==> config.mk <==
export PLATFORM = sky130hd
export DESIGN_NAME = a4_peak_detect_flat
export DESIGN_NICKNAME = d
export VERILOG_FILES = /design/src/rtl/a4_peak_detect_if.sv /design/src/rtl/a4_peak_detect.sv /design/src/flat_wrapper.sv
export SDC_FILE = /design/constraint.sdc
export NUM_CORES = 1
export LEC_CHECK = 0
export CORE_MARGIN = 2
export CORE_UTILIZATION = 65
export DETAILED_ROUTE_END_ITERATION = 8
export PLACE_DENSITY = 0.84
export SYNTH_ARGS = -nofsm -noshare
export SYNTH_HDL_FRONTEND = slang
export SYNTH_SLANG_ARGS = --single-unit
export TNS_END_PERCENT = 30
==> constraint.sdc <==
create_clock -name clk_78_125 -period 13.4 [get_ports clk_78_125]
set_clock_uncertainty 0.05 [all_clocks]
set_input_delay 2.68 -clock clk_78_125 [delete_from_list [all_inputs] [get_ports clk_78_125]]
set_output_delay 2.68 -clock clk_78_125 [all_outputs]
set_load 0.01 [all_outputs]
==> src/rtl/a4_peak_detect_if.sv <==
// Sample input, peak output handshake and status signals of the level-4 peak detector.
// The slave modport is the detector; the master modport is the upstream/readout side.
`timescale 1ns/1ps
interface a4_peak_detect_if #(
  parameter int LVL_W = 4
);
  logic             din_valid;
  logic [31:0]      a4_0;
  logic             peak_ready;
  logic             clear_ovf;
  logic             peak_valid;
  logic [31:0]      peak_value;
  logic [31:0]      peak_index;
  logic [LVL_W-1:0] fifo_level;
  logic             overflow;

  modport slave (
    input  din_valid, a4_0, peak_ready, clear_ovf,
    output peak_valid, peak_value, peak_index, fifo_level, overflow
  );

  modport master (
    output din_valid, a4_0, peak_ready, clear_ovf,
    input  peak_valid, peak_value, peak_index, fifo_level, overflow
  );
endinterface

==> src/rtl/a4_peak_detect.sv <==
// Local-maximum detector on the level-4 approximation stream.
// A three-sample window finds peaks above THRESH, a holdoff counter suppresses
// re-triggers, and detected peaks go into a small show-ahead FIFO for readout.
`timescale 1ns/1ps
module a4_peak_detect #(
  parameter logic [31:0] THRESH     = 32'h3F800000,
  parameter int          HOLDOFF    = 4,
  parameter int          FIFO_DEPTH = 8,
  parameter int          LVL_W      = 4
) (
  input  logic             clk_78_125,
  input  logic             rstn,
  a4_peak_detect_if.slave  io_pk
);

  localparam int              AW        = $clog2(FIFO_DEPTH);
  localparam int              HW        = (HOLDOFF > 0) ? $clog2(HOLDOFF + 1) : 1;
  localparam logic [HW-1:0]   HOLD_LOAD = HW'(HOLDOFF);
  localparam logic [LVL_W-1:0] LVL_FULL = LVL_W'(FIFO_DEPTH);

  // Map fp32 onto an unsigned key whose integer order matches numeric order.
  // NaN is pinned to the lowest key so it can never be a peak.
  function automatic logic [31:0] fp_key(input logic [31:0] x);
    if ((x[30:23] == 8'hFF) && (x[22:0] != 23'd0))
      return 32'd0;
    else if (x[31])
      return ~x;
    else
      return x ^ 32'h80000000;
  endfunction

  // Window, index and holdoff state
  logic [31:0]   r_idx;
  logic [31:0]   r_p1;
  logic [31:0]   r_p2;
  logic [31:0]   r_i1;
  logic [1:0]    r_fill;
  logic [HW-1:0] r_hold;

  // Registered detection, written into the FIFO one edge later
  logic          r_det;
  logic [31:0]   r_det_val;
  logic [31:0]   r_det_idx;

  // FIFO state
  logic [31:0]      r_mem_val [FIFO_DEPTH];
  logic [31:0]      r_mem_idx [FIFO_DEPTH];
  logic [AW-1:0]    r_wptr;
  logic [AW-1:0]    r_rptr;
  logic [LVL_W-1:0] r_level;
  logic             r_ovf;

  logic [31:0] w_key_c;
  logic [31:0] w_key_p1;
  logic [31:0] w_key_p2;
  logic [31:0] w_key_th;
  logic        w_peak;
  logic        w_nonempty;
  logic        w_full;
  logic        w_pop;
  logic        w_wr;
  logic        w_drop;

  assign w_key_c  = fp_key(io_pk.a4_0);
  assign w_key_p1 = fp_key(r_p1);
  assign w_key_p2 = fp_key(r_p2);
  assign w_key_th = fp_key(THRESH);

  // prev1 is a peak if it rose from prev2, does not fall below c (so a plateau
  // reports only its first sample), clears the threshold and holdoff has expired.
  assign w_peak = io_pk.din_valid && (r_fill == 2'd2) &&
                  (w_key_p1 > w_key_p2) && (w_key_p1 >= w_key_c) &&
                  (w_key_p1 > w_key_th) && (r_hold == '0);

  assign w_nonempty = (r_level != '0);
  assign w_full     = (r_level == LVL_FULL);
  assign w_pop      = w_nonempty && io_pk.peak_ready;
  // A full FIFO still accepts the write when the head leaves in the same cycle.
  assign w_wr       = r_det && (!w_full || w_pop);
  assign w_drop     = r_det && w_full && !w_pop;

  // Sample index, window shift, holdoff counting and detection register
  always_ff @(posedge clk_78_125 or negedge rstn) begin
    if (!rstn) begin
      r_idx     <= '0;
      r_p1      <= '0;
      r_p2      <= '0;
      r_i1      <= '0;
      r_fill    <= '0;
      r_hold    <= '0;
      r_det     <= 1'b0;
      r_det_val <= '0;
      r_det_idx <= '0;
    end else begin
      r_det <= w_peak;
      if (w_peak) begin
        r_det_val <= r_p1;
        r_det_idx <= r_i1;
      end
      if (io_pk.din_valid) begin
        r_idx <= r_idx + 32'd1;
        r_p2  <= r_p1;
        r_p1  <= io_pk.a4_0;
        r_i1  <= r_idx;
        if (r_fill != 2'd2)
          r_fill <= r_fill + 2'd1;
        // Dropped peaks load holdoff too: detection, not storage, triggers it.
        if (w_peak)
          r_hold <= HOLD_LOAD;
        else if (r_hold != '0)
          r_hold <= r_hold - HW'(1);
      end
    end
  end

  // FIFO storage; no reset so it maps onto distributed RAM
  always_ff @(posedge clk_78_125) begin
    if (w_wr) begin
      r_mem_val[r_wptr] <= r_det_val;
      r_mem_idx[r_wptr] <= r_det_idx;
    end
  end

  // FIFO pointers, occupancy and sticky overflow
  always_ff @(posedge clk_78_125 or negedge rstn) begin
    if (!rstn) begin
      r_wptr  <= '0;
      r_rptr  <= '0;
      r_level <= '0;
      r_ovf   <= 1'b0;
    end else begin
      if (w_wr)
        r_wptr <= r_wptr + AW'(1);
      if (w_pop)
        r_rptr <= r_rptr + AW'(1);
      case ({w_wr, w_pop})
        2'b10:   r_level <= r_level + LVL_W'(1);
        2'b01:   r_level <= r_level - LVL_W'(1);
        default: r_level <= r_level;
      endcase
      // A drop coinciding with clear leaves the flag set.
      if (w_drop)
        r_ovf <= 1'b1;
      else if (io_pk.clear_ovf)
        r_ovf <= 1'b0;
    end
  end

  // Head entry is shown ahead; outputs read zero while the FIFO is empty.
  assign io_pk.peak_valid = w_nonempty;
  assign io_pk.peak_value = w_nonempty ? r_mem_val[r_rptr] : 32'd0;
  assign io_pk.peak_index = w_nonempty ? r_mem_idx[r_rptr] : 32'd0;
  assign io_pk.fifo_level = r_level;
  assign io_pk.overflow   = r_ovf;

endmodule

==> src/flat_wrapper.sv <==
// flat-port wrapper written by rule: the top's interface ports become plain ports
module a4_peak_detect_flat 
#(
  parameter logic [31:0] THRESH     = 32'h3F800000,
  parameter int          HOLDOFF    = 4,
  parameter int          FIFO_DEPTH = 8,
  parameter int          LVL_W      = 4
)
  (clk_78_125, rstn, io_pk_din_valid, io_pk_a4_0, io_pk_peak_ready, io_pk_clear_ovf, io_pk_peak_valid, io_pk_peak_value, io_pk_peak_index, io_pk_fifo_level, io_pk_overflow);
  a4_peak_detect_if #(.LVL_W(LVL_W)) io_pk_i ();
  input  logic clk_78_125;
  input  logic rstn;
  input wire logic [$bits(io_pk_i.din_valid)-1:0] io_pk_din_valid;
  input wire logic [$bits(io_pk_i.a4_0)-1:0] io_pk_a4_0;
  input wire logic [$bits(io_pk_i.peak_ready)-1:0] io_pk_peak_ready;
  input wire logic [$bits(io_pk_i.clear_ovf)-1:0] io_pk_clear_ovf;
  output wire logic [$bits(io_pk_i.peak_valid)-1:0] io_pk_peak_valid;
  output wire logic [$bits(io_pk_i.peak_value)-1:0] io_pk_peak_value;
  output wire logic [$bits(io_pk_i.peak_index)-1:0] io_pk_peak_index;
  output wire logic [$bits(io_pk_i.fifo_level)-1:0] io_pk_fifo_level;
  output wire logic [$bits(io_pk_i.overflow)-1:0] io_pk_overflow;
  assign io_pk_i.din_valid = io_pk_din_valid;
  assign io_pk_i.a4_0 = io_pk_a4_0;
  assign io_pk_i.peak_ready = io_pk_peak_ready;
  assign io_pk_i.clear_ovf = io_pk_clear_ovf;
  assign io_pk_peak_valid = io_pk_i.peak_valid;
  assign io_pk_peak_value = io_pk_i.peak_value;
  assign io_pk_peak_index = io_pk_i.peak_index;
  assign io_pk_fifo_level = io_pk_i.fifo_level;
  assign io_pk_overflow = io_pk_i.overflow;
  a4_peak_detect #(.THRESH(THRESH), .HOLDOFF(HOLDOFF), .FIFO_DEPTH(FIFO_DEPTH), .LVL_W(LVL_W)) u_core (.clk_78_125(clk_78_125), .rstn(rstn), .io_pk(io_pk_i));
endmodule
-- Word-level counts from Yosys, hierarchy flattened
Memory sizes are Yosys's and may differ from the RTL's.
Cells that the tools add are included.
- bitwise logic cells: 6
- reductions and logical operators: 26
- eq/ne operators: 8
- mux-type cells: 15
- order comparisons: 3
- add/subtract/negate cells: 7
- operators by type and width (kind ; number):
    2-to-1 mux 32 bit ; 8
    inverter 32 bit ; 3
    nonzero test 23 bit ; 3
    adder 32 x 1 -> 32 bit, second input constant ; 1
    greater-or-equal comparator 32 bit ; 1
    greater-than comparator 32 bit ; 1
    greater-than comparator 32 bit, second input constant ; 1
    == test 8 bit, second input constant ; 3
    logical AND 1 bit ; 12
    one-hot mux 4 bit (2 select lines) ; 1
    adder 3 x 1 -> 3 bit, second input constant ; 2
    2-to-1 mux 3 bit ; 2
    nonzero test 2 bit ; 3
    adder 4 x 1 -> 4 bit, second input constant ; 1
    == test 2 bit, second input constant ; 2
    == test 4 bit, second input constant ; 1
    2-to-1 mux 1 bit ; 4
    AND reduction 2 bit ; 2
    nonzero test 4 bit ; 1
    subtractor 4 x 1 -> 4 bit, second input constant ; 1
    zero test 3 bit ; 1
    inverter 1 bit ; 3
    nonzero test 3 bit ; 1
    subtractor 3 x 1 -> 3 bit, second input constant ; 1
    5 further kinds ; 6
- memory bits (writable): 512
- input bits: 37
- flip-flop bits (word level): 209
- memories kept: 2
- memories (memory ; depth ; width ; read ports ; clocked after memory_dff ; write ports ; line ; source):
    u_core.r_mem_idx ; 8 ; 32 ; 1 ; 0 ; 1 ; a4_peak_detect.sv:47 ; logic [31:0] r_mem_idx [FIFO_DEPTH];
    u_core.r_mem_val ; 8 ; 32 ; 1 ; 0 ; 1 ; a4_peak_detect.sv:46 ; logic [31:0] r_mem_val [FIFO_DEPTH];

-- Logic depth before layout (Yosys ltp)
Gate-level depths: netlist of run 1.
- word-level depth: 10
- depth in mapped cells: 17

-- Least setup slack after synthesis of run 1
Ideal clock, no wire load.
- path type: in2reg
- start point: input io_pk_peak_ready
- end point: memory u_core.r_mem_idx[0][0], enable pin
- stages: 4
- arrival: 7.457 ns
- data required time: 12.785 ns
- setup slack: 5.329 ns
- buffers on the path: 0
- path through: nand3b_1 and2_1 nand2b_1 nor3_1
- word-level cells in the longest chain between the ends: 5
- ends and longest elaborated chain (item ; line ; source):
    start: declaration ; flat_wrapper.sv:15 ; input wire logic [$bits(io_pk_i.peak_ready)-1:0] io_pk_peak_ready;
    logical AND 1 bit ; a4_peak_detect.sv:77 ; assign w_pop = w_nonempty && io_pk.peak_ready;
    logical OR 1 bit ; a4_peak_detect.sv:79 ; assign w_wr = r_det && (!w_full || w_pop);
    logical AND 1 bit ; a4_peak_detect.sv:79 ;
    2-to-1 mux 1 bit ; a4_peak_detect.sv:118 ; if (w_wr) begin
    2-to-1 mux 1 bit (not written as such) ; a4_peak_detect.sv:120 ; r_mem_idx[r_wptr] <= r_det_idx;
    end: declaration ; a4_peak_detect.sv:47 ;
Every way passes these cells.

-- Worst setup path in the final report of run 1
- start point: input io_pk_a4_0[16]
- end point: register u_core.r_det_idx[24]
- word-level cells in the longest chain between the ends: 7
- elaborated cells on any way between the ends: 9
- those cells by class: 1 x order compare; 2 x mux; 1 x bitwise; 5 x reduce/logical
- ends and longest elaborated chain (item ; line ; source):
    start: declaration ; flat_wrapper.sv:14 ; input wire logic [$bits(io_pk_i.a4_0)-1:0] io_pk_a4_0;
    nonzero test 23 bit / inverter 32 bit (equally long branches) ; a4_peak_detect.sv:24, a4_peak_detect.sv:27 ;
    logical AND 1 bit / 2-to-1 mux 32 bit (equally long branches) ; a4_peak_detect.sv:24, a4_peak_detect.sv:26 ;
    2-to-1 mux 32 bit * ; a4_peak_detect.sv:24 ; if ((x[30:23] == 8'hFF) && (x[22:0] != 23'd0))
    greater-or-equal comparator 32 bit * ; a4_peak_detect.sv:72 ; (w_key_p1 > w_key_p2) && (w_key_p1 >= w_key_c) &&
    logical AND 1 bit * (2 in a row) ; a4_peak_detect.sv:72 ;
    logical AND 1 bit * ; a4_peak_detect.sv:73 ; (w_key_p1 > w_key_th) && (r_hold == '0);
    end signal: assignment ; a4_peak_detect.sv:98 ; r_det_idx <= r_i1;
    end: declaration ; a4_peak_detect.sv:43 ; logic [31:0] r_det_idx;
Every way passes the cells marked *; elsewhere a longest branch is shown, timed or not.
A chain may end at the register's enable or synchronous reset.

==> results of run 1 <==
[sequential cells by signal, summed over array words and instances (netlist names), 4 cells and up]
register / flops
u_core.r_mem_idx: 256
u_core.r_p2: 32
u_core.r_idx: 32
u_core.r_i1: 32
u_core.r_det_val: 32
u_core.r_p1: 32
u_core.r_det_idx: 32
u_core.r_mem_val: 256
u_core.io_pk.fifo_level: 4
[worst paths after layout]
kind / startpoint / end / slack (ns) / cells past startpoint
max in group asynchronous: rstn / u_core.r_rptr[0]$_DFFE_PN0P_ / 9.19 / 3
setup reg to reg: u_core.r_p2[16]$_DFFE_PN0P_ / u_core.r_det_idx[24]$_DFFE_PN0P_ / 7.71 / 15
hold reg to reg: u_core.r_idx[31]$_DFFE_PN0P_ / u_core.r_idx[31]$_DFFE_PN0P_ / 0.45 / 1
hold / removal: u_core.r_idx[31]$_DFFE_PN0P_ / u_core.r_idx[31]$_DFFE_PN0P_ / 0.45 / 1
min in group asynchronous: rstn / u_core.r_p1[2]$_DFFE_PN0P_ / 2.04 / 1
setup / recovery: io_pk_a4_0[16] / u_core.r_det_idx[24]$_DFFE_PN0P_ / 5.51 / 16
[layout make-up]
class,count,area (um2)
Clock buffer,102,2000
Inverter,19,71.3
Antenna cell,1,2.50
Fill cell,2653,12000
Clock inverter,28,184
Tap cell,607,759
Sequential cell,721,20600
Timing Repair Buffer,132,1250
Multi-Input combinational cell,983,9770
[power breakdown]
group | internal [mW] | switching (mW)
logic | 0.863 | 0.766
registers | 2.47 | 0.181
clock network | 1.06 | 0.809
total | 4.40 | 1.76
[synthesized netlist by cell type, types with 11 or more instances]
cell | count | area share
sky130_fd_sc_hd__a21o_1 | 11 | 0.0027
sky130_fd_sc_hd__a21oi_1 | 19 | 0.0031
sky130_fd_sc_hd__buf_1 | 28 | 0.0034
sky130_fd_sc_hd__clkbuf_1 | 48 | 0.0059
sky130_fd_sc_hd__dfrtp_1 | 209 | 0.17
sky130_fd_sc_hd__edfxtp_1 | 512 | 0.50
sky130_fd_sc_hd__ha_1 | 71 | 0.029
sky130_fd_sc_hd__inv_1 | 19 | 0.0023
sky130_fd_sc_hd__mux2_2 | 111 | 0.041
sky130_fd_sc_hd__mux2_4 | 50 | 0.024
sky130_fd_sc_hd__mux2i_1 | 69 | 0.022
sky130_fd_sc_hd__mux4_2 | 128 | 0.094
sky130_fd_sc_hd__nand2_1 | 106 | 0.013
sky130_fd_sc_hd__nand3_1 | 28 | 0.0046
sky130_fd_sc_hd__nand4_1 | 22 | 0.0045
sky130_fd_sc_hd__nor2_1 | 120 | 0.015
sky130_fd_sc_hd__nor3_1 | 16 | 0.0026
sky130_fd_sc_hd__nor4_1 | 12 | 0.0024
sky130_fd_sc_hd__o21ai_0 | 20 | 0.0033
sky130_fd_sc_hd__xnor2_1 | 58 | 0.017
sky130_fd_sc_hd__xor2_1 | 70 | 0.020
[per-layer routing]
metal	track usage	vias to the layer above
met1	0.363	8549
li1	-	7160
met4	0.101	0
met5	0	-
met3	0.0395	132
met2	0.461	643
[worst max-delay path, stage by stage]
cell,delay [ns]
sky130_fd_sc_hd__clkdlybuf4s50_1,0.46
sky130_fd_sc_hd__nor4_1,0.52
sky130_fd_sc_hd__nand4_1,0.24
sky130_fd_sc_hd__o21ai_2,0.93
sky130_fd_sc_hd__nor2b_1,0.31
sky130_fd_sc_hd__mux2i_1,0.12
sky130_fd_sc_hd__ha_1,0.35
sky130_fd_sc_hd__nand4_1,0.11
sky130_fd_sc_hd__nor2_1,0.15
sky130_fd_sc_hd__nand3_1,0.10
sky130_fd_sc_hd__a2111oi_0,0.29
sky130_fd_sc_hd__o22ai_1,0.16
sky130_fd_sc_hd__or3_4,0.36
sky130_fd_sc_hd__nor3_4,0.11
sky130_fd_sc_hd__buf_4,0.92
sky130_fd_sc_hd__mux2_2,0.43
[cells by family (layout without fill, tap and decap cells)]
family / count (synthesis) / count (layout) / synth area share
AO/OA/AOI/OAI: 80 / 80 / 0.0165
XOR/XNOR: 128 / 128 / 0.0364
adder cells (fa/ha/maj): 72 / 72 / 0.0295
buffers and inverters: 102 / 281 / 0.0154
flip-flops: 721 / 721 / 0.669
multiplexers: 358 / 358 / 0.181
other: 0 / 1 / 0
AND/OR/NAND/NOR: 345 / 345 / 0.0517
[metrics by stage]
step | cell area [um2] | utilization
2_1_floorplan | 30800 | -
3_3_place_gp | 32500 | 0.696
3_5_place_dp | 32500 | 0.696
4_1_cts | 34700 | 0.743
5_1_grt | 34700 | 0.743
6_report | 34700 | 0.743
==> qor.csv, run 1 <==
stage;metric;value;unit
detailed_routing;top layer used by detailed routing;met4;
floorplan;Placement Rows;79;
floorplan;total core area;0.0467;mm2
clocking;clock-pin slew on the worst setup and hold paths;0.06;ns
synthesis;instance count of the mapped netlist;1806;
clocking;Post CTS Setup Buffer Count;0;
synthesis;total of warnings raised by yosys;0;
grt;largest net degree at the start of global routing;96;
layout;number of nets in the final layout;2036;
detailed_routing;wire length per cell;25.1;um
worst_setup_path;largest fanout of any net on the critical path;65;
sta;unrepaired setup endpoints after global routing;false;
synthesis;fraction of the yosys area taken by sequential cells;0.669;
pwr;post-layout total power;6.15;mW
synthesis;post-synth cell types;54;
detailed_routing;count of routing violations after the opening detailed-route iteration;1430;
sta;setup-violating endpoint count in the final report;0;
place;placed cells;2462;
floorplan;die footprint;0.0491;mm2
sta;final-layout setup total negative slack;0;ns
worst_setup_path;Worst Path Required;13.83;ns
run_status;failing checks;design-rule violations;
sta;Slew @ Worst Pin;1.27;ns
sta;final period utilization;0.589;
synthesis;number of synthesized register bits;721;
run_status;result of the run;complete, but fails checks;
sta;final hold violations;0;
hold_path;HP Class;register to register;
layout;leading cell type in the layout, fill and taps excluded;sky130_fd_sc_hd__edfxtp_1;
synthesis;EDFF count, synth;512;
worst_setup_path;data arrival time of the critical path;8.32;ns
detailed_routing;antenna-violating nets left;0;
place;global placement routability congestion;0.897;
detailed_routing;post-route DRC violation count;2;
layout;fin cells;2593;
grt;vias in the first global route;17400;
floorplan;floorplan die height;222;um
pwr;Power Density;177;mW/mm2
synthesis;Mapped Nets;1915;
grt;global-route wire length before repair;101000;um
detailed_routing;wirelength, routed;65200;um
place;post-placement setup slack;4.90;ns
sta;fin crit period;7.89;ns
layout;top library cells by usage in the layout, fill and taps aside;sky130_fd_sc_hd__edfxtp_1, sky130_fd_sc_hd__dfrtp_1, sky130_fd_sc_hd__mux4_2;
floorplan;effective utilization at floorplan;0.660;
sta;count of final max-slew check failures;0;
clocking;TritonCTS clock tree;built;
clocking;clk sink count;721;
clocking;cts hold-fix bufs;0;
detailed_routing;routed length on met2;33600;um
synthesis;average cell area after synthesis;17.0;um2
worst_setup_path;type of the worst setup path;primary input to register;
clocking;clock root cell;sky130_fd_sc_hd__clkbuf_16;
worst_setup_path;type of element capturing the critical path;register;
pwr;Leakage Power;13.5;nW
layout;share of cells above drive strength 1;0.223;
detailed_routing;detailed-route wire length on metal 1;25900;um
synthesis;Async SR Flop Fraction;0.290;
worst_setup_path;kind of launch point of the worst setup path;primary input;
grt;initial antenna violation count;1;
synthesis;cell area after technology mapping;0.0308;mm2
clocking;Resized Gates After CTS;0;
synthesis;primary flip-flop cell chosen by synthesis mapping;sky130_fd_sc_hd__edfxtp_1;
grt;total global-route track usage;0.272;
pwr;Worst IR Drop VDD;0.140;mV
clocking;number of buffers created by CTS;70;
sta;Final WS setup;5.51;ns
place;post-DP HPWL;36800;um
place;count of input and output buffers;106;
clocking;insertion delay to the later sink of the worst-skew pair;0.61;ns
detailed_routing;number of vias in the routed layout;16500;
grt;residual overflow from global routing;0;
floorplan;die width;222;um
sta;worst slew slack as a fraction of its limit;0.152;
sta;upper clock frequency limit;127;MHz
clocking;# H-tree levels;3;
detailed_routing;per-cell via count in the routed design;6.36;
detailed_routing;detailed-routing iteration count for the pre-antenna-repair pass;7;
layout;synthesis-to-layout area growth;12.6;%
flow_run;max capacitance violation total;0;
detailed_routing;met3 routed WL;3710;um
floorplan;Ports;107;
clocking;buffers from clock root to sink, at most;3;
sta;Final Hold Slack;0.452;ns
Note: power is estimated with default switching activity, not from simulation.
==> run 2: changes to the inputs <==
CORE_UTILIZATION = 55   (was 65)
PLACE_DENSITY = 0.76   (was 0.84)
clock period = 6.3 ns   (was 13.4 ns; I/O delays follow)
==> qor.csv, run 2 (synthesis gave the netlist of run 1 again) <==
stage;metric;value;unit;change
place;count of input and output buffers;106;;unchanged
floorplan;die footprint;0.0579;mm2;was 0.0491 mm2
clocking;clock-pin slew on the worst setup and hold paths;0.06;ns;about the same
detailed_routing;post-route DRC violation count;0;;was 2
worst_setup_path;startpoint of the worst setup timing path;io_pk_a4_0[16];;unchanged
sta;upper clock frequency limit;189;MHz;
grt;initial antenna violation count;0;;was 1
sta;fin crit period;5.29;ns;
worst_setup_path;largest fanout of any net on the critical path;17;;was 65
layout;storage element area;0.0206;mm2;unchanged
place;global placement routability congestion;0.924;;was 0.897
worst_setup_path;Worst Path Required;6.73;ns;was 13.83 ns
detailed_routing;wirelength, routed;62900;um;was 65,200 um
worst_setup_path;data arrival time of the critical path;5.71;ns;was 8.32 ns
clocking;# H-tree levels;3;;unchanged
layout;top library cells by usage in the layout, fill and taps aside;sky130_fd_sc_hd__edfxtp_1, sky130_fd_sc_hd__dfrtp_1, sky130_fd_sc_hd__mux4_2;;unchanged
detailed_routing;per-cell via count in the routed design;5.86;;was 6.36
layout;antenna diode count;0;;was 1
worst_setup_path;number of cell instances on the worst register-to-register path;16;;was 15
sta;count of final max-slew check failures;0;;unchanged
clocking;cts hold-fix bufs;0;;unchanged
grt;vias in the first global route;16700;;was 17,400
clocking;clk sink count;721;;unchanged
floorplan;Placement Rows;86;;was 79
detailed_routing;detailed-routing iteration count for the pre-antenna-repair pass;5;;was 7
grt;total global-route track usage;0.226;;was 0.272
worst_setup_path;last element of the critical path;u_core.r_det_idx[28]$_DFFE_PN0P_;;was u_core.r_det_idx[24]$_DFFE_PN0P_
worst_setup_path;type of the worst setup path;primary input to register;;unchanged
layout;synthesis-to-layout area growth;14.1;%;was 12.6%
worst_setup_path;type of element capturing the critical path;register;;unchanged
detailed_routing;antenna-violating nets left;0;;unchanged
worst_setup_path;reg2reg start;u_core.r_p2[16]$_DFFE_PN0P_;;unchanged
floorplan;total core area;0.0552;mm2;was 0.0467 mm2
detailed_routing;count of routing violations after the opening detailed-route iteration;1045;;was 1,430
floorplan;floorplan die height;241;um;was 222 um
sta;final period utilization;0.839;;
layout;leading registers by flop count;u_core.r_mem_idx (256), u_core.r_mem_val (256);;unchanged
detailed_routing;detailed-route wire length on metal 1;26400;um;was 25,900 um
clocking;TritonCTS clock tree;built;;unchanged
detailed_routing;top layer used by detailed routing;met4;;unchanged
clocking;Resized Gates After CTS;0;;unchanged
grt;global-route wire length before repair;98400;um;was 101,000 um
hold_path;HP Class;register to register;;unchanged
layout;Fillers;3732;;was 2,653
floorplan;Ports;107;;unchanged
detailed_routing;number of vias in the routed layout;16100;;was 16,500
layout;share of cells above drive strength 1;0.228;;was 0.223
floorplan;effective utilization at floorplan;0.558;;was 0.660
sta;setup-violating endpoint count in the final report;0;;unchanged
clocking;insertion delay to the later sink of the worst-skew pair;0.60;ns;was 0.61 ns
clocking;buffers from clock root to sink, at most;3;;unchanged
clocking;clock root cell;sky130_fd_sc_hd__clkbuf_16;;unchanged
sta;Slew @ Worst Pin;1.08;ns;was 1.27 ns
detailed_routing;routed length on met2;32200;um;was 33,600 um
worst_setup_path;kind of launch point of the worst setup path;primary input;;unchanged
pwr;post-layout total power;13.2;mW;was 6.15 mW
sta;final hold violations;0;;unchanged
grt;residual overflow from global routing;0;;unchanged
worst_setup_path;r2r endpoint;u_core.r_det_idx[28]$_DFFE_PN0P_;;was u_core.r_det_idx[24]$_DFFE_PN0P_
pwr;Leakage Power;13.4;nW;was 13.5 nW
detailed_routing;met3 routed WL;3060;um;was 3710 um
detailed_routing;wire length per cell;22.9;um;was 25.1 um
layout;leading cell type in the layout, fill and taps excluded;sky130_fd_sc_hd__edfxtp_1;;unchanged
pwr;Worst IR Drop VDD;0.231;mV;was 0.140 mV
sta;unrepaired setup endpoints after global routing;false;;unchanged
clocking;Post CTS Setup Buffer Count;0;;unchanged
run_status;result of the run;finished clean;;was complete, but fails checks
clocking;number of buffers created by CTS;70;;unchanged
grt;largest net degree at the start of global routing;114;;was 96
floorplan;die width;241;um;was 222 um
place;post-DP HPWL;38400;um;was 36,800 um
pwr;Power Density;376;mW/mm2;was 177 mW/mm2
sta;Final Hold Slack;0.425;ns;was 0.452 ns
layout;number of nets in the final layout;2047;;was 2,036
worst_setup_path;worst-case register-to-register setup slack;1.12;ns;was 7.71 ns
flow_run;max capacitance violation total;0;;unchanged
layout;total area of multi-input combinational cells;0.00978;mm2;was 0.00977 mm2
sta;worst slew slack as a fraction of its limit;0.281;;was 0.152
==> run 2: cell count changes in the layout (fill, tap and decap cells not counted) <==
cell / delta
sky130_fd_sc_hd__diode_2: -1
sky130_fd_sc_hd__clkinvlp_4: +2
sky130_fd_sc_hd__nor3_4: +1
sky130_fd_sc_hd__buf_4: +2
sky130_fd_sc_hd__clkbuf_8: -1
sky130_fd_sc_hd__nor3_2: -1
sky130_fd_sc_hd__clkinv_8: +1
sky130_fd_sc_hd__clkinv_1: -2
sky130_fd_sc_hd__bufinv_16: +3
sky130_fd_sc_hd__buf_12: +9
sky130_fd_sc_hd__clkinv_2: -3
==> run 2: critical path: stages <==
cell,delay (ns)
sky130_fd_sc_hd__clkdlybuf4s50_1,0.45
sky130_fd_sc_hd__nor4_1,0.46
sky130_fd_sc_hd__nand4_1,0.22
sky130_fd_sc_hd__o21ai_2,0.22
sky130_fd_sc_hd__buf_4,0.22
sky130_fd_sc_hd__nand2_1,0.07
sky130_fd_sc_hd__ha_1,0.30
sky130_fd_sc_hd__nand2_1,0.07
sky130_fd_sc_hd__o21ai_0,0.22
sky130_fd_sc_hd__o21ai_0,0.15
sky130_fd_sc_hd__a2111oi_0,0.42
sky130_fd_sc_hd__o22ai_1,0.21
sky130_fd_sc_hd__or3_4,0.38
sky130_fd_sc_hd__nor3_4,0.45
sky130_fd_sc_hd__buf_12,0.25
sky130_fd_sc_hd__mux2_2,0.36
==> run 2: cell type report <==
type,count,area share
tap,748,0.0267
multi-input combinational,983,0.278
sequential,721,0.587
inverter,19,0.00203
clock inverter,29,0.00805
timing repair buffer,143,0.0413
clock buffer,101,0.0564
==> run 2: worst min-delay path by stage <==
stage | startpoint | end | depth (start not counted)
after floorplan | u_core.r_idx[31]$_DFFE_PN0P_ | u_core.r_idx[31]$_DFFE_PN0P_ | 1
after global placement | u_core.r_idx[31]$_DFFE_PN0P_ | u_core.r_idx[31]$_DFFE_PN0P_ | 1
after detailed placement | u_core.r_idx[31]$_DFFE_PN0P_ | u_core.r_idx[31]$_DFFE_PN0P_ | 1
after CTS | u_core.r_idx[31]$_DFFE_PN0P_ | u_core.r_idx[31]$_DFFE_PN0P_ | 1
after global routing | u_core.r_fill[0]$_DFFE_PN0P_ | u_core.r_fill[0]$_DFFE_PN0P_ | 1
final | u_core.r_idx[31]$_DFFE_PN0P_ | u_core.r_idx[31]$_DFFE_PN0P_ | 1
==> run 2: report_power, final <==
part / total [mW] / internal [mW] / switching [mW]
combinational: 3.40 / 1.89 / 1.51
clock: 4.09 / 2.37 / 1.72
sequential: 5.73 / 5.25 / 0.472
total: 13.2 / 9.51 / 3.70
==> run 2: through the flow <==
step                utilization  std cells  worst slack [ns]  setup TNS (ns)  instance area, um2
floorplan                     -       1806            -0.330          -21.14               30800
global placement          0.595       2614             0.437               0               32900
detailed placement        0.595       2614             0.425               0               32900
CTS                       0.636       2744              1.07               0               35100
global route              0.636       2744             0.827               0               35100
finish                    0.636       2744              1.01               0               35100
==> run 2: routing by layer <==
layer / global-route usage / vias to the layer above
li1: - / 7177
met1: 0.309 / 8427
met2: 0.384 / 402
met3: 0.0307 / 75
met4: 0.0664 / 0
met5: 0 / -
==> run 3: changes to the inputs <==
clock period = 4.25 ns   (was 6.3 ns; I/O delays follow)
==> qor.csv, run 3 (synthesis gave the netlist of run 1 again) <==
stage;metric;value;unit;change
run_status;result of the run;complete, but fails checks;;was finished clean
run_status;failing checks;negative setup slack;;
sta;final-layout setup total negative slack;-0.899;ns;was 0 ns
sta;count of final max-slew check failures;0;;unchanged
place;placed cells;2737;;was 2,614
detailed_routing;number of vias in the routed layout;16700;;was 16,100
sta;setup-violating endpoint count in the final report;32;;was 0
layout;leading registers by flop count;u_core.r_mem_idx (256), u_core.r_mem_val (256);;unchanged
clocking;clk sink count;721;;unchanged
sta;worst slew slack as a fraction of its limit;0.353;;was 0.281
floorplan;die width;241;um;unchanged
worst_setup_path;Worst Path Required;4.70;ns;was 6.73 ns
worst_setup_path;data arrival time of the critical path;4.74;ns;was 5.71 ns
floorplan;Ports;107;;unchanged
layout;number of nets in the final layout;2190;;was 2,047
layout;synthesis-to-layout area growth;19.5;%;was 14.1%
grt;residual overflow from global routing;0;;unchanged
hold_path;HP Class;primary input to asynchronous set/reset pin;;was register to register
sta;upper clock frequency limit;233;MHz;
floorplan;effective utilization at floorplan;0.558;;unchanged
sta;Slew @ Worst Pin;0.970;ns;was 1.08 ns
worst_setup_path;type of the worst setup path;primary input to register;;unchanged
grt;total global-route track usage;0.237;;was 0.226
sta;unrepaired setup endpoints after global routing;true;;was false
worst_setup_path;largest fanout of any net on the critical path;8;;was 17
detailed_routing;post-route DRC violation count;0;;unchanged
floorplan;total core area;0.0552;mm2;unchanged
pwr;post-layout total power;19.8;mW;was 13.2 mW
place;count of input and output buffers;106;;unchanged
clocking;clock root cell;sky130_fd_sc_hd__clkbuf_16;;unchanged
worst_setup_path;slowest stage cell, crit path;sky130_fd_sc_hd__mux2_4;;was sky130_fd_sc_hd__nor4_1
clocking;number of buffers created by CTS;71;;was 70
worst_setup_path;slowest stage delay, CP;0.31;ns;was 0.46 ns
pwr;Leakage Power;14.2;nW;was 13.4 nW
floorplan;floorplan die height;241;um;unchanged
floorplan;Placement Rows;86;;unchanged
clocking;# H-tree levels;3;;unchanged
sta;Final WS setup;-0.0475;ns;was 1.01 ns
detailed_routing;per-cell via count in the routed design;5.80;;was 5.86
worst_setup_path;kind of launch point of the worst setup path;primary input;;unchanged
sta;final period utilization;1.01;;
layout;share of cells above drive strength 1;0.300;;was 0.228
place;global placement routability congestion;0.892;;was 0.924
clocking;clock-pin slew on the worst setup and hold paths;0.06;ns;about the same
worst_setup_path;Most Frequent Cell on Critical Path;sky130_fd_sc_hd__buf_4;;
worst_setup_path;count of buffering cells on the critical path with inverters included;18;;was 3
detailed_routing;detailed-routing iteration count for the pre-antenna-repair pass;5;;unchanged
layout;fin cells;2885;;was 2,744
detailed_routing;count of routing violations after the opening detailed-route iteration;1222;;was 1,045
grt;largest net degree at the start of global routing;119;;was 114
layout;antenna diode count;0;;unchanged
detailed_routing;wire length per cell;22.8;um;was 22.9 um
clocking;insertion delay to the later sink of the worst-skew pair;0.61;ns;was 0.60 ns
sta;final hold violations;0;;unchanged
clocking;cts hold-fix bufs;0;;unchanged
sta;fin crit period;4.30;ns;
detailed_routing;antenna-violating nets left;0;;unchanged
floorplan;die footprint;0.0579;mm2;unchanged
worst_setup_path;kind of cell adding the most delay to the critical path;buffers and inverters;;was simple AND/OR/NAND/NOR gates
worst_setup_path;type of element capturing the critical path;register;;unchanged
flow_run;max capacitance violation total;0;;unchanged
grt;global-route wire length before repair;103000;um;was 98,400 um
worst_setup_path;worst-case register-to-register setup slack;-0.05;ns;was 1.12 ns
pwr;Power Density;538;mW/mm2;was 376 mW/mm2
clocking;TritonCTS clock tree;built;;unchanged
place;post-DP HPWL;40800;um;was 38,400 um
grt;initial antenna violation count;1;;was 0
grt;vias in the first global route;17800;;was 16,700
layout;leading cell type in the layout, fill and taps excluded;sky130_fd_sc_hd__edfxtp_1;;unchanged
detailed_routing;wirelength, routed;65900;um;was 62,900 um
layout;top library cells by usage in the layout, fill and taps aside;sky130_fd_sc_hd__edfxtp_1, sky130_fd_sc_hd__dfrtp_1, sky130_fd_sc_hd__buf_4;;was sky130_fd_sc_hd__edfxtp_1, sky130_fd_sc_hd__dfrtp_1, sky130_fd_sc_hd__mux4_2
clocking;buffers from clock root to sink, at most;3;;unchanged
pwr;Worst IR Drop VDD;0.343;mV;was 0.231 mV
place;post-placement setup slack;-0.954;ns;was 0.425 ns
==> run 3: cell count changes in the layout (fill, tap and decap cells not counted), sizes merged <==
cell / change
buf: +142
clkdlybuf4s50: -16
clkbuf: -9
dlygate4sd2: +9
clkinv: +7
dlymetal6s2s: +7
bufinv: +1
clkinvlp: +1
inv: -1
==> run 3: where the power goes <==
part           leakage [nW]  switching (mW)  internal [mW]
clock                  1.12            2.59           3.56
sequential             7.51           0.452           7.79
combinational          5.55            2.52           2.87
total                  14.2            5.56           14.2
==> run 3: metal layers <==
layer | part of all wire | routed length, um | up-vias | global-route usage
li1 | - | - | 7464 | -
met1 | 0.41 | 27300 | 8667 | 0.314
met2 | 0.51 | 33500 | 473 | 0.402
met3 | 0.047 | 3130 | 122 | 0.0342
met4 | 0.029 | 1910 | 2 | 0.0890
met5 | 0.00018 | 12 | - | 0
==> run 3: cell type report <==
type | count | area (um2)
Timing Repair Buffer | 285 | 2830
Sequential cell | 721 | 20600
Clock inverter | 37 | 354
Fill cell | 3582 | 18400
Clock buffer | 92 | 1950
Tap cell | 748 | 936
Multi-Input combinational cell | 983 | 10000
Inverter | 19 | 71.3
==> run 3: path summary, 6_finish.rpt <==
check,depth (start not counted),startpoint,end
worst min register to register,1,u_core.r_fill[0]$_DFFE_PN0P_,u_core.r_fill[0]$_DFFE_PN0P_
worst max register to register,19,u_core.r_p1[22]$_DFFE_PN0P_,u_core.r_det_val[29]$_DFFE_PN0P_
worst min-delay path,1,rstn,u_core.r_p1[7]$_DFFE_PN0P_
min in group clk_78_125,1,u_core.r_fill[0]$_DFFE_PN0P_,u_core.r_fill[0]$_DFFE_PN0P_
max in group asynchronous,2,rstn,u_core.r_det_idx[24]$_DFFE_PN0P_
worst max-delay path,26,io_pk_a4_0[16],u_core.r_det_val[29]$_DFFE_PN0P_
==> run 3: stage by stage <==
stage	util	hold slack, ns	instance area [um2]
after floorplan	-	0.389	30800
after global placement	0.616	0.411	34000
after detailed placement	0.616	0.418	34000
after CTS	0.664	0.279	36700
after global routing	0.667	0.328	36800
final	0.667	0.233	36800
==> run 3: worst reg2reg max path, stage by stage, from the launching register on <==
cell and delay [ns]:
sky130_fd_sc_hd__dfrtp_1 0.38, sky130_fd_sc_hd__or4_4 0.57, sky130_fd_sc_hd__nor4_4 0.33, sky130_fd_sc_hd__a21oi_2 0.12, sky130_fd_sc_hd__buf_12 0.18, sky130_fd_sc_hd__buf_6 0.16, sky130_fd_sc_hd__nor2_4 0.11, sky130_fd_sc_hd__ha_1 0.18
sky130_fd_sc_hd__nand4_1 0.15, sky130_fd_sc_hd__buf_4 0.18, sky130_fd_sc_hd__nor3_2 0.17, sky130_fd_sc_hd__o211ai_1 0.13, sky130_fd_sc_hd__nand4_1 0.11, sky130_fd_sc_hd__o22ai_2 0.10, sky130_fd_sc_hd__or3_4 0.36, sky130_fd_sc_hd__nor3_4 0.18
sky130_fd_sc_hd__buf_12 0.17, sky130_fd_sc_hd__buf_12 0.12, sky130_fd_sc_hd__buf_16 0.13, sky130_fd_sc_hd__mux2_4 0.32
==> run 3: timing repair <==
action	CTS	global route
gates cloned	1	0
setup buffers	17	2
pin swaps	9	5
gates resized for setup	52	25
endpoints found under the setup margin	66	64
